**config.mk**
```make
export PLATFORM = sky130hd
export DESIGN_NAME = ifetch_unit
export DESIGN_NICKNAME = d
export VERILOG_FILES = /design/src/rtl/ifetch_unit.sv
export SDC_FILE = /design/constraint.sdc
export NUM_CORES = 1
export LEC_CHECK = 0
export CAP_MARGIN = 0
export CORE_UTILIZATION = 50
export DETAILED_ROUTE_END_ITERATION = 8
export PLACE_DENSITY = 0.89
export SETUP_SLACK_MARGIN = 0.05
export SYNTH_ARGS = -nofsm -noshare
export SYNTH_HDL_FRONTEND = slang
export SYNTH_SLANG_ARGS = --single-unit
export TNS_END_PERCENT = 30
```
**constraint.sdc**
```tcl
create_clock -name i_clk -period 7.3 [get_ports i_clk]
set_clock_uncertainty 0.2 [all_clocks]
set_input_delay 1.46 -clock i_clk [delete_from_list [all_inputs] [get_ports i_clk]]
set_output_delay 1.46 -clock i_clk [all_outputs]
set_load 0.01 [all_outputs]
```
**src/rtl/ifetch_unit.sv**
```systemverilog
// ifetch_unit: instruction fetch stage. It owns the PC, issues word reads to
// instruction memory and buffers {pc, inst} pairs in a small FIFO for decode.
// Ports:
//   i_clk, i_reset                     clock, synchronous active-high reset
//   o_imem_req/o_imem_addr             fetch request and word address
//   i_imem_ack/i_imem_rdata            request accepted, data valid this cycle
//   o_valid/i_ready/o_inst/o_pc        head of buffer to decode (NOP when empty)
//   i_redirect/i_redirect_pc           restart fetch at a new target
//   o_misalign                         sticky bad-target flag
// Optional feature: define IFU_MISALIGN_CHECK_EN to make a redirect to a
// non-word-aligned target set o_misalign and stop fetching until reset.
// Without it o_misalign is 0 and the target's low bits are cleared.
module ifetch_unit #(
    parameter logic [31:0] RESET_PC   = 32'h0000_0000,
    parameter int          FIFO_DEPTH = 2
) (
    input  logic        i_clk,
    input  logic        i_reset,
    output logic        o_imem_req,
    output logic [31:0] o_imem_addr,
    input  logic        i_imem_ack,
    input  logic [31:0] i_imem_rdata,
    output logic        o_valid,
    input  logic        i_ready,
    output logic [31:0] o_inst,
    output logic [31:0] o_pc,
    input  logic        i_redirect,
    input  logic [31:0] i_redirect_pc,
    output logic        o_misalign
);
    localparam int PW = $clog2(FIFO_DEPTH);
    localparam int CW = PW + 1;
    localparam logic [CW-1:0] DEPTH_C = CW'(FIFO_DEPTH);
    localparam logic [31:0] NOP = 32'h0000_0013;
    localparam logic [31:0] RESET_PC_A = RESET_PC & 32'hFFFF_FFFC;

    typedef enum logic [1:0] {
        S_REQ  = 2'd0,
        S_WAIT = 2'd1,
        S_DROP = 2'd2
    } state_t;

    state_t        r_state;
    state_t        w_state_nx;
    logic [31:0]   r_fetch_pc;
    logic [31:0]   r_drop_pc;
    logic [31:0]   r_pc_mem   [FIFO_DEPTH];
    logic [31:0]   r_inst_mem [FIFO_DEPTH];
    logic [PW-1:0] r_rd_ptr;
    logic [PW-1:0] r_wr_ptr;
    logic [CW-1:0] r_count;
    logic          w_req;
    logic          w_valid;
    logic          w_busy;
    logic          w_push;
    logic          w_pop;
    logic          w_stop;
    logic [31:0]   w_tgt;

    assign w_tgt   = i_redirect_pc & 32'hFFFF_FFFC;
    assign w_valid = (r_count != '0);
    // Request on the bus that memory has not yet answered; must be completed.
    assign w_busy  = w_req & ~i_imem_ack;
    assign w_push  = w_req & i_imem_ack & ~i_redirect & (r_state != S_DROP);
    assign w_pop   = w_valid & i_ready & ~i_redirect;

`ifdef IFU_MISALIGN_CHECK_EN
    logic r_misalign;
    logic w_bad;

    assign w_bad = i_redirect & (i_redirect_pc[1:0] != 2'b00);

    always_ff @(posedge i_clk) begin
        if (i_reset) begin
            r_misalign <= 1'b0;
        end else if (w_bad) begin
            r_misalign <= 1'b1;
        end
    end

    assign w_stop = r_misalign;
`else
    assign w_stop = 1'b0;
`endif

    assign o_misalign = w_stop;

    always_ff @(posedge i_clk) begin
        if (i_reset) begin
            r_state <= S_REQ;
        end else begin
            r_state <= w_state_nx;
        end
    end

    always_comb begin
        w_state_nx = r_state;
        if (i_redirect) begin
            w_state_nx = w_busy ? S_DROP : S_REQ;
        end else begin
            unique case (r_state)
                S_REQ:          if (w_busy) w_state_nx = S_WAIT;
                S_WAIT, S_DROP: if (i_imem_ack) w_state_nx = S_REQ;
                default:        w_state_nx = S_REQ;
            endcase
        end
    end

    // In S_REQ no request is pending, so count alone decides free space.
    always_comb begin
        w_req = 1'b0;
        unique case (r_state)
            S_REQ:          w_req = (r_count < DEPTH_C) & ~w_stop;
            S_WAIT, S_DROP: w_req = 1'b1;
            default:        w_req = 1'b0;
        endcase
        if (i_reset) begin
            w_req = 1'b0;
        end
    end

    always_ff @(posedge i_clk) begin
        if (i_reset) begin
            r_fetch_pc <= RESET_PC_A;
            r_drop_pc  <= RESET_PC_A;
            r_rd_ptr   <= '0;
            r_wr_ptr   <= '0;
            r_count    <= '0;
        end else if (i_redirect) begin
            r_rd_ptr <= '0;
            r_wr_ptr <= '0;
            r_count  <= '0;
            if (w_busy) begin
                r_drop_pc <= w_tgt;
            end else begin
                r_fetch_pc <= w_tgt;
            end
        end else begin
            if (w_push) begin
                r_wr_ptr   <= r_wr_ptr + 1'b1;
                r_fetch_pc <= r_fetch_pc + 32'd4;
            end else if (r_state == S_DROP && i_imem_ack) begin
                r_fetch_pc <= r_drop_pc;
            end
            if (w_pop) begin
                r_rd_ptr <= r_rd_ptr + 1'b1;
            end
            if (w_push & ~w_pop) begin
                r_count <= r_count + 1'b1;
            end else if (~w_push & w_pop) begin
                r_count <= r_count - 1'b1;
            end
        end
    end

    always_ff @(posedge i_clk) begin
        if (w_push) begin
            r_pc_mem[r_wr_ptr]   <= r_fetch_pc;
            r_inst_mem[r_wr_ptr] <= i_imem_rdata;
        end
    end

    assign o_imem_req  = w_req;
    assign o_imem_addr = r_fetch_pc;
    assign o_valid     = w_valid;
    assign o_inst      = w_valid ? r_inst_mem[r_rd_ptr] : NOP;
    assign o_pc        = w_valid ? r_pc_mem[r_rd_ptr] : 32'h0;

endmodule

```
======== Yosys cells after proc, flatten, opt, wreduce, memory -nomap -nowiden ========
Memory sizes are Yosys's and may differ from the RTL's. A register that Yosys moved wholly into a read port is not among the register bits.
Index checks and enable logic that the tools add are counted.
cells by class
  add/subtract/negate cells ............... 5
  magnitude comparators ................... 1
  eq/ne operators ......................... 6
  muxes and demuxes ....................... 21
  bitwise operators ....................... 12
  reduce and logical (&&, ||, !) cells .... 10
operators with widths
  kind                                                                    number
  32-bit two-way mux                                                      6
  32-bit by 3-bit adder with 32-bit output (second input constant)        1
  2-bit two-way mux                                                       6
  1-bit bitwise AND                                                       8
  1-bit two-way mux                                                       7
  3-bit inequality test (second input constant)                           2
  2-bit AND reduction                                                     3
  2-bit inequality test (second input constant)                           2
  1-bit NOT                                                               4
  2-bit one-hot mux with 2 select lines                                   1
  2-bit nonzero test                                                      2
  2-bit OR reduction                                                      2
  3-bit nonzero test                                                      1
  1-bit adder (second input constant)                                     2
  2-bit by 1-bit adder with 2-bit output (second input constant)          1
  2-bit by 1-bit equality test with 1-bit output (second input constant)  1
  2-bit equality test (second input constant)                             1
  2-bit zero test                                                         1
  2-bit less-than comparator (second input constant)                      1
  1-bit one-hot mux with 2 select lines                                   1
  2-bit by 1-bit subtractor with 2-bit output (second input constant)     1
  1-bit logical AND                                                       1
word-level totals
  bits in registers ....................... 68
  RAM bits ................................ 128
  input bits .............................. 69
  output and inout bits ................... 99
  logic and storage cells ................. 63
  memories kept ........................... 2
memories
  memory      depth  width  read ports  clocked after memory_dff  write ports  line  RTL
  r_inst_mem  2      32     1           1                         1            48    logic [31:0] r_inst_mem [FIFO_DEPTH];
  r_pc_mem    2      32     1           1                         1            47    logic [31:0] r_pc_mem [FIFO_DEPTH];

======== Depth between registers and ports, before layout ========
Gate-level depths: netlist of the first run.
  word-level depth ........................ 11
  gate-level depth with buffers ........... 11

======== Least setup slack after synthesis of the first run ========
Ideal clock, no wire load.
  path kind ............................... input to register
  start ................................... input i_reset
  end ..................................... memory r_inst_mem[0][0] (enable)
  setup time .............................. 0.482 ns
  arrival ................................. 4.775 ns
  slack ................................... 1.843 ns
  stages .................................. 5
  path through ............................ buf_2 -> nor2_1 -> o2111ai_2 -> buf_2 -> nor2_1
between the ends
  word-level cells in the longest chain between the ends .. 6
RTL lines
  item                                     line  RTL
  start, declared                          18    input logic i_reset,
  1-bit two-way mux                        117   if (i_reset) begin
  1-bit bitwise AND (3 in a row)           64    assign w_push = w_req & i_imem_ack & ~i_redirect & (r_state != S_DROP);
  1-bit two-way mux                        157   if (w_push) begin
  1-bit two-way mux (not written as such)  159   r_inst_mem[r_wr_ptr] <= i_imem_rdata;
  end, declared                            48
Every way passes these cells.

======== Worst setup path after layout of the first run ========
  start ................................... input i_reset
  end ..................................... output o_imem_req
between the ends
  word-level cells in the longest chain between the ends .. 1
RTL lines
  item               line  RTL
  1-bit two-way mux  117
  end, declared      19    output logic o_imem_req,
Every way passes these cells.

==> impl_metrics.py, run 1 <==
metrics = {
    "synth": {
        "async_reset_ff_frac": 0,
        "synth_area_leaders": "edfxtp_1 (44%), dfxtp_1 (16%), mux2i_1 (7.6%)",
        "yosys_register_bits": 191,
        "synth_top_area_cell": "edfxtp_1",
        "synth_area_sq_mm": 0.00844,
        "yosysTopAreaCellShare": 0.441,
        "synth_ff_type": "edfxtp_1",
        "synth_seq_area_share": 0.600,
        "avgSynthCellArea_sq_um": 11.1,
        "synth_warnings": 0,
        "synth_edf_count": 124,
        "syn_inst": 761,
        "ys_types": 66,
    },
    "route": {
        "dr.pass1.iters": 5,
        "wl_met1_mm": 8.42,
        "ant_nets": 0,
        "via_per_inst": 5.74,
        "drt_wl_total_mm": 19.9,
        "wl_met2_mm": 9.25,
        "maxUsedRoutingLayer": "met4",
        "wl_per_cell_microns": 17.5,
        "drc": 0,
        "drt-initial-drc-count": 705,
        "vias": 6510,
        "routed-wl-met3_mm": 1.66,
    },
    "timing": {
        "tns_ps": 0,
        "fmax_mhz": 224,
        "hold_viol_final": 0,
        "finalMaxSlewViolations": 0,
        "fin_crit_ps": 4460,
        "period_share": 0.611,
        "setup_violations": 0,
        "rsz0062_at_grt": "false",
        "slew_headroom": 0.284,
        "worst_pin_slew_ps": 1070,
    },
    "critical_path": {
        "worstRegToRegCells": 7,
        "r2r-start": "r_state[1]$_SDFFE_PP0P_",
        "crit_type": "primary input to output pin",
        "worstPathArrival_ps": 2800,
        "rr_endpoint": "o_imem_addr[20]$_SDFFE_PP0P_",
        "cpPeakStageDelay_ps": 550,
        "crit_path_max_fanout": 9,
        "cp-start-kind": "primary input",
        "cp.required_ps": 5640,
        "end_kind": "output pin",
        "critPathSlowestCell": "clkdlybuf4s50_1",
        "r2r_setup_slack_ps": 4040,
        "path_cells": "buf_2, nor2_1, o21ai_1, inv_1, clkdlybuf4s50_1",
    },
    "cts": {
        "clk_pin_slew_ps": 70,
        "cts_hold_repair.buffers": 0,
        "cts_max_level": 4,
        "post_cts_buffers": 0,
        "clk_latency_ps": 430,
        "clockBufferDepth": 2,
        "cts_buffers": 17,
        "cts_tree": "yes",
        "cts_resized": 0,
        "clock-sinks": 191,
        "clock-root-buffer": "clkbuf_16",
    },
    "power_and_ir_drop": {
        "seq_power_share": 0.521,
        "p_per_area_mw_per_mm2": 221,
        "max-vdd-ir-drop_mv": 0.169,
        "switchingPower_mw": 0.588,
        "combPwrFrac": 0.109,
        "swShare": 0.247,
        "leakagePower_nw": 3.50,
        "p_clk_frac": 0.371,
        "intPower_mw": 1.79,
        "p_total_mw": 2.38,
    },
    "layout": {
        "final_util": 0.652,
        "syn2layout_area_growth_pct": 27.6,
        "drive_above_1_share": 0.0678,
        "stdcell_count": 1135,
        "final_nets": 976,
        "antennaDiodeCount": 0,
    },
    "floorplanning": {
        "fp.dieArea_sq_mm": 0.0174,
        "core_area_sq_mm": 0.0165,
        "pin_count": 168,
        "die_w_microns": 132,
        "rows": 47,
        "die_y_microns": 132,
        "start_util": 0.510,
    },
    "hold_path": {
        "min_path_type": "flip-flop to flip-flop",
        "whs_endpoint": "r_drop_pc[10]$_SDFFE_PP0P_",
        "whs_path_depth": 2,
        "min_from": "r_drop_pc[10]$_SDFFE_PP0P_",
    },
    "placed_design": {
        "dp_hpwl_mm": 12.9,
        "io_buffers": 160,
        "placed_cells": 1103,
        "gp_congestion": 0.877,
    },
    "status": {
        "status": "complete, no violations",
    },
    "global_route": {
        "grt_max_degree": 66,
        "antenna_found_initial": 0,
        "grt_overflow": 0,
        "grt_pass1_wl_mm": 31.4,
        "grt_pass1_vias": 6149,
        "track_usage": 0.232,
    },
    "flow_run": {
        "cap_violations": 0,
    },
}
-- state kept, by name (all words and copies together) (netlist names), named ones only --
| signal | count |
|---|---|
| r_inst_mem | 64 |
| r_pc_mem | 60 |
| o_imem_addr | 30 |
| r_drop_pc | 30 |
| r_count | 2 |
| r_state | 2 |
| r_rd_ptr | 1 |
| r_wr_ptr | 1 |
-- synthesized netlist by cell type (5+ instances only) --
cell and count:
a211oi_1 11, nor2_1 93, mux2i_1 64, o211ai_1 6, buf_4 5, o31a_1 5, buf_1 7, ha_1 5
clkbuf_1 31, nand2_1 87, nor3_1 17, xor2_1 10, and2_1 12, a21oi_1 58, o21ai_0 13, nand4_1 9
a31oi_1 9, a211o_1 6, edfxtp_1 124, inv_1 15, nand3_1 16, o32ai_1 8, dfxtp_1 67, a21o_1 6
buf_2 9
-- critical path: cells and delay by family --
kind            cells  cell delay [ps]
simple gates        1              160
buf+inv             3              860
compound gates      1              310
-- metrics by stage --
step                      hold WS (ps)  setup WS [ps]  instance area, sq um
final                              253           2840                 10800
after global routing               275           2760                 10800
after CTS                          254           2860                 10800
after detailed placement           242           2610                 10200
after global placement             238           2660                 10200
after floorplan                    232           1840                  8450
-- logic make-up after synthesis --
group	share of synthesized area
xor+xnor	0.0145
fa+ha+maj	0.00742
other cells	0.000445
buf+inv	0.0349
flops	0.600
compound gates	0.119
simple gates	0.147
mux	0.0773
-- layout by cell type, fill, tap and decap left out, types with 5 or more instances in the layout --
master	netlist	routed
nand4_1	9	9
xor2_1	10	10
o211ai_1	6	6
clkbuf_16	0	17
o21ai_0	13	13
ha_1	5	5
edfxtp_1	124	124
a21oi_1	58	58
nand2_1	87	87
and2_1	12	11
conb_1	1	5
dfxtp_1	67	66
a211oi_1	11	11
a31oi_1	9	9
o32ai_1	8	8
a21o_1	6	6
inv_1	15	15
nor2_1	93	91
clkdlybuf4s50_1	0	159
o31a_1	5	5
nand3_1	16	16
nor3_1	17	16
mux2i_1	64	64
buf_4	5	11
a211o_1	6	6
-- final cells by class --
cell class	count	area (sq um)
Clock buffer	17	425
Clock inverter	15	135
Fill cell	1281	5760
Inverter	17	63.8
Multi-Input combinational cell	504	3120
Sequential cell	191	5070
Tap cell	220	275
Timing Repair Buffer	171	1680
-- metal layers --
metal / vias to the layer above / GRT usage
met5: - / 0
li1: 3055 / -
met4: 0 / 0.106
met1: 3066 / 0.312
met3: 53 / 0.0523
met2: 336 / 0.361
-- power groups by stage --
stage	logic (mW)	registers (mW)	clock network, mW
floorplan	0.130	1.25	0
global placement	0.250	1.26	0
detailed placement	0.256	1.26	0
CTS	0.257	1.24	0.896
global route	0.279	1.24	0.934
finish	0.258	1.24	0.881
-- how the worst max path moves through the flow --
| stage | cells past startpoint | startpoint | endpoint |
|---|---|---|---|
| final | 5 | i_reset | o_imem_req |
| after floorplan | 5 | i_reset | r_inst_mem[0][0]$_DFFE_PP_ |
| after global placement | 8 | i_redirect | r_inst_mem[1][29]$_DFFE_PP_ |
| after CTS | 5 | i_reset | o_imem_req |
| after global routing | 5 | i_reset | o_imem_req |
| after detailed placement | 8 | i_redirect | r_inst_mem[1][28]$_DFFE_PP_ |
(Power assumes the default switching activity.)
==> run 2: changes to the inputs <==
--- a/config.mk
+++ b/config.mk
@@ -6,9 +6,9 @@
 export NUM_CORES = 1
 export LEC_CHECK = 0
 export CAP_MARGIN = 0
-export CORE_UTILIZATION = 50
+export CORE_UTILIZATION = 47
 export DETAILED_ROUTE_END_ITERATION = 8
-export PLACE_DENSITY = 0.89
+export PLACE_DENSITY = 0.88
 export SETUP_SLACK_MARGIN = 0.05
 export SYNTH_ARGS = -nofsm -noshare
 export SYNTH_HDL_FRONTEND = slang
==> constraint.sdc (replaced) <==
create_clock -name i_clk -period 3.8 [get_ports i_clk]
set_clock_uncertainty 0.2 [all_clocks]
set_input_delay 0.76 -clock i_clk [delete_from_list [all_inputs] [get_ports i_clk]]
set_output_delay 0.76 -clock i_clk [all_outputs]
set_load 0.01 [all_outputs]
==> run 2 against run 1 <==
Net effect:
- sequential power up 91%
- critical path depth up 1
- register-to-register slack worse by 3100 ps
- via count up 1.3%
- critical path type is now flip-flop to output pin
- global-route usage down 0.52 points
- worst setup slack worse by 2600 ps
- count of clock-buffer cells in the layout unchanged
- hold slack worse by 1.5 ps
- cell count up 1.4%
- die area up 6.3%
- highest routed layer unchanged
- power up 100%
==> impl_metrics.py, run 2 (synthesized netlist as in run 1, its figures left out) <==
metrics = {
    "status": {
        "status": "complete, no violations",
    },
    "critical_path": {
        "path_cells": "inv_1, ha_1, nor2b_1, o21ai_1, inv_1, clkdlybuf4s50_1",
        "critPathTopFamily": "buffers and inverters",
        "timing.critical_path.mode_cell": "inv_1",
        "cp-start-kind": "flip-flop",
        "crit_path_max_fanout": 9,
        "crit_buf_inv": 3,
        "worstPathArrival_ps": 2560,
        "critPathSlowestCell": "o21ai_1",
        "worst-path-stages": 6,
        "worstRegToRegCells": 8,
        "end_kind": "output pin",
        "crit_type": "flip-flop to output pin",
        "cpPeakStageDelay_ps": 590,
        "cp.required_ps": 2840,
    },
    "route": {
        "drt-initial-drc-count": 632,
        "vias": 6594,
        "ant_nets": 0,
        "drc": 0,
        "via_per_inst": 5.73,
        "wl_per_cell_microns": 17.7,
        "dr.pass1.iters": 5,
        "drt_wl_total_mm": 20.4,
    },
    "global_route": {
        "grt_pass1_vias": 6184,
        "antenna_found_initial": 0,
        "grt_pass1_wl_mm": 32.4,
        "grt_overflow": 0,
        "grt_max_degree": 63,
        "track_usage": 0.227,
    },
    "cts": {
        "cts_hold_repair.buffers": 0,
        "cts_max_level": 4,
        "cts_tree": "yes",
        "post_cts_buffers": 0,
        "clk_pin_slew_ps": 70,
        "clk_latency_ps": 440,
        "cts_resized": 0,
        "cts_buffers": 17,
        "clock-root-buffer": "clkbuf_16",
        "clockBufferDepth": 2,
        "clock-sinks": 191,
    },
    "layout": {
        "top_register": "r_inst_mem",
        "final_util": 0.630,
        "stdcell_count": 1151,
        "syn2layout_area_growth_pct": 30.1,
        "final_cell_mix": "clkdlybuf4s50_1 (159), edfxtp_1 (124), nor2_1 (91)",
        "antennaDiodeCount": 0,
        "largest_register_ffs": 64,
        "drive_above_1_share": 0.0788,
        "reg.largest.list": "r_inst_mem x64, r_pc_mem x60",
        "final_nets": 987,
        "n_fill_cell": 1378,
        "final_common_cell": "clkdlybuf4s50_1",
        "final_cell_area_sq_mm": 0.0110,
    },
    "timing": {
        "slew_headroom": 0.428,
        "rsz0062_at_grt": "false",
        "fin_crit_ps": 3520,
        "hold_viol_final": 0,
        "hold-worst-slack_ps": 251,
        "fmax_mhz": 284,
        "period_share": 0.927,
        "setup_violations": 0,
        "worst_pin_slew_ps": 856,
        "finalMaxSlewViolations": 0,
    },
    "floorplanning": {
        "core_area_sq_mm": 0.0174,
        "pin_count": 168,
        "start_util": 0.484,
        "die_w_microns": 136,
        "die_y_microns": 136,
        "fp.dieArea_sq_mm": 0.0185,
        "rows": 48,
    },
    "power_and_ir_drop": {
        "p_total_mw": 4.77,
        "p_per_area_mw_per_mm2": 434,
        "max-vdd-ir-drop_mv": 0.341,
        "leakagePower_nw": 3.61,
    },
    "hold_path": {
        "whs_path_depth": 2,
        "min_path_type": "flip-flop to flip-flop",
    },
    "placed_design": {
        "place_area_sq_mm": 0.0104,
        "gp_congestion": 0.856,
        "dp_hpwl_mm": 13.7,
        "io_buffers": 160,
        "placed_cells": 1119,
    },
    "flow_run": {
        "cap_violations": 0,
    },
}
-- run 2: worst reg2reg max path: cells and delay by family (launching register included) --
| kind | cells | cell delay, ps |
|---|---|---|
| flip-flops | 1 | 320 |
| AND/OR/NAND/NOR | 1 | 220 |
| AO/OA/AOI/OAI | 4 | 1380 |
| adder cells (fa/ha/maj) | 1 | 220 |
| buffers and inverters | 2 | 430 |
-- run 2: per-layer routing --
| layer | routed length, microns | global-route usage |
|---|---|---|
| met1 | 8790 | 0.305 |
| met2 | 9570 | 0.360 |
| met3 | 1690 | 0.0503 |
| met4 | 350 | 0.0827 |
| met5 | 0 | 0 |
-- run 2: report_power, final --
group	internal [mW]	total (mW)	leakage (nW)	switching, mW
Sequential	2.29	2.37	1.68	0.0861
Clock	1.06	1.88	0.309	0.819
Combinational	0.253	0.515	1.63	0.262
-- run 2: worst paths after layout --
check,startpoint,slack (ps),to
worst max-delay path,r_state[1]$_SDFFE_PP0P_,280,o_imem_req
worst min-delay path,r_drop_pc[7]$_SDFFE_PP0P_,250,r_drop_pc[7]$_SDFFE_PP0P_
worst max register to register,r_state[0]$_SDFFE_PP0P_,920,o_imem_addr[6]$_SDFFE_PP0P_
worst min register to register,r_drop_pc[7]$_SDFFE_PP0P_,250,r_drop_pc[7]$_SDFFE_PP0P_
-- run 2: stage by stage --
stage                     TNS [ps]  setup WS (ps)
after floorplan              -3400          -54.8
after global placement           0            441
after detailed placement         0            443
after CTS                        0            300
after global routing             0           88.1
final                            0            278
-- run 2: cell type report --
type / count / area (sq um) / share of cell area
Sequential cell: 191 / 5070 / 0.462
Multi-Input combinational cell: 504 / 3110 / 0.284
Timing Repair Buffer: 182 / 1820 / 0.166
Clock buffer: 17 / 425 / 0.0388
Tap cell: 225 / 282 / 0.0256
Clock inverter: 15 / 199 / 0.0181
Inverter: 17 / 63.8 / 0.00581
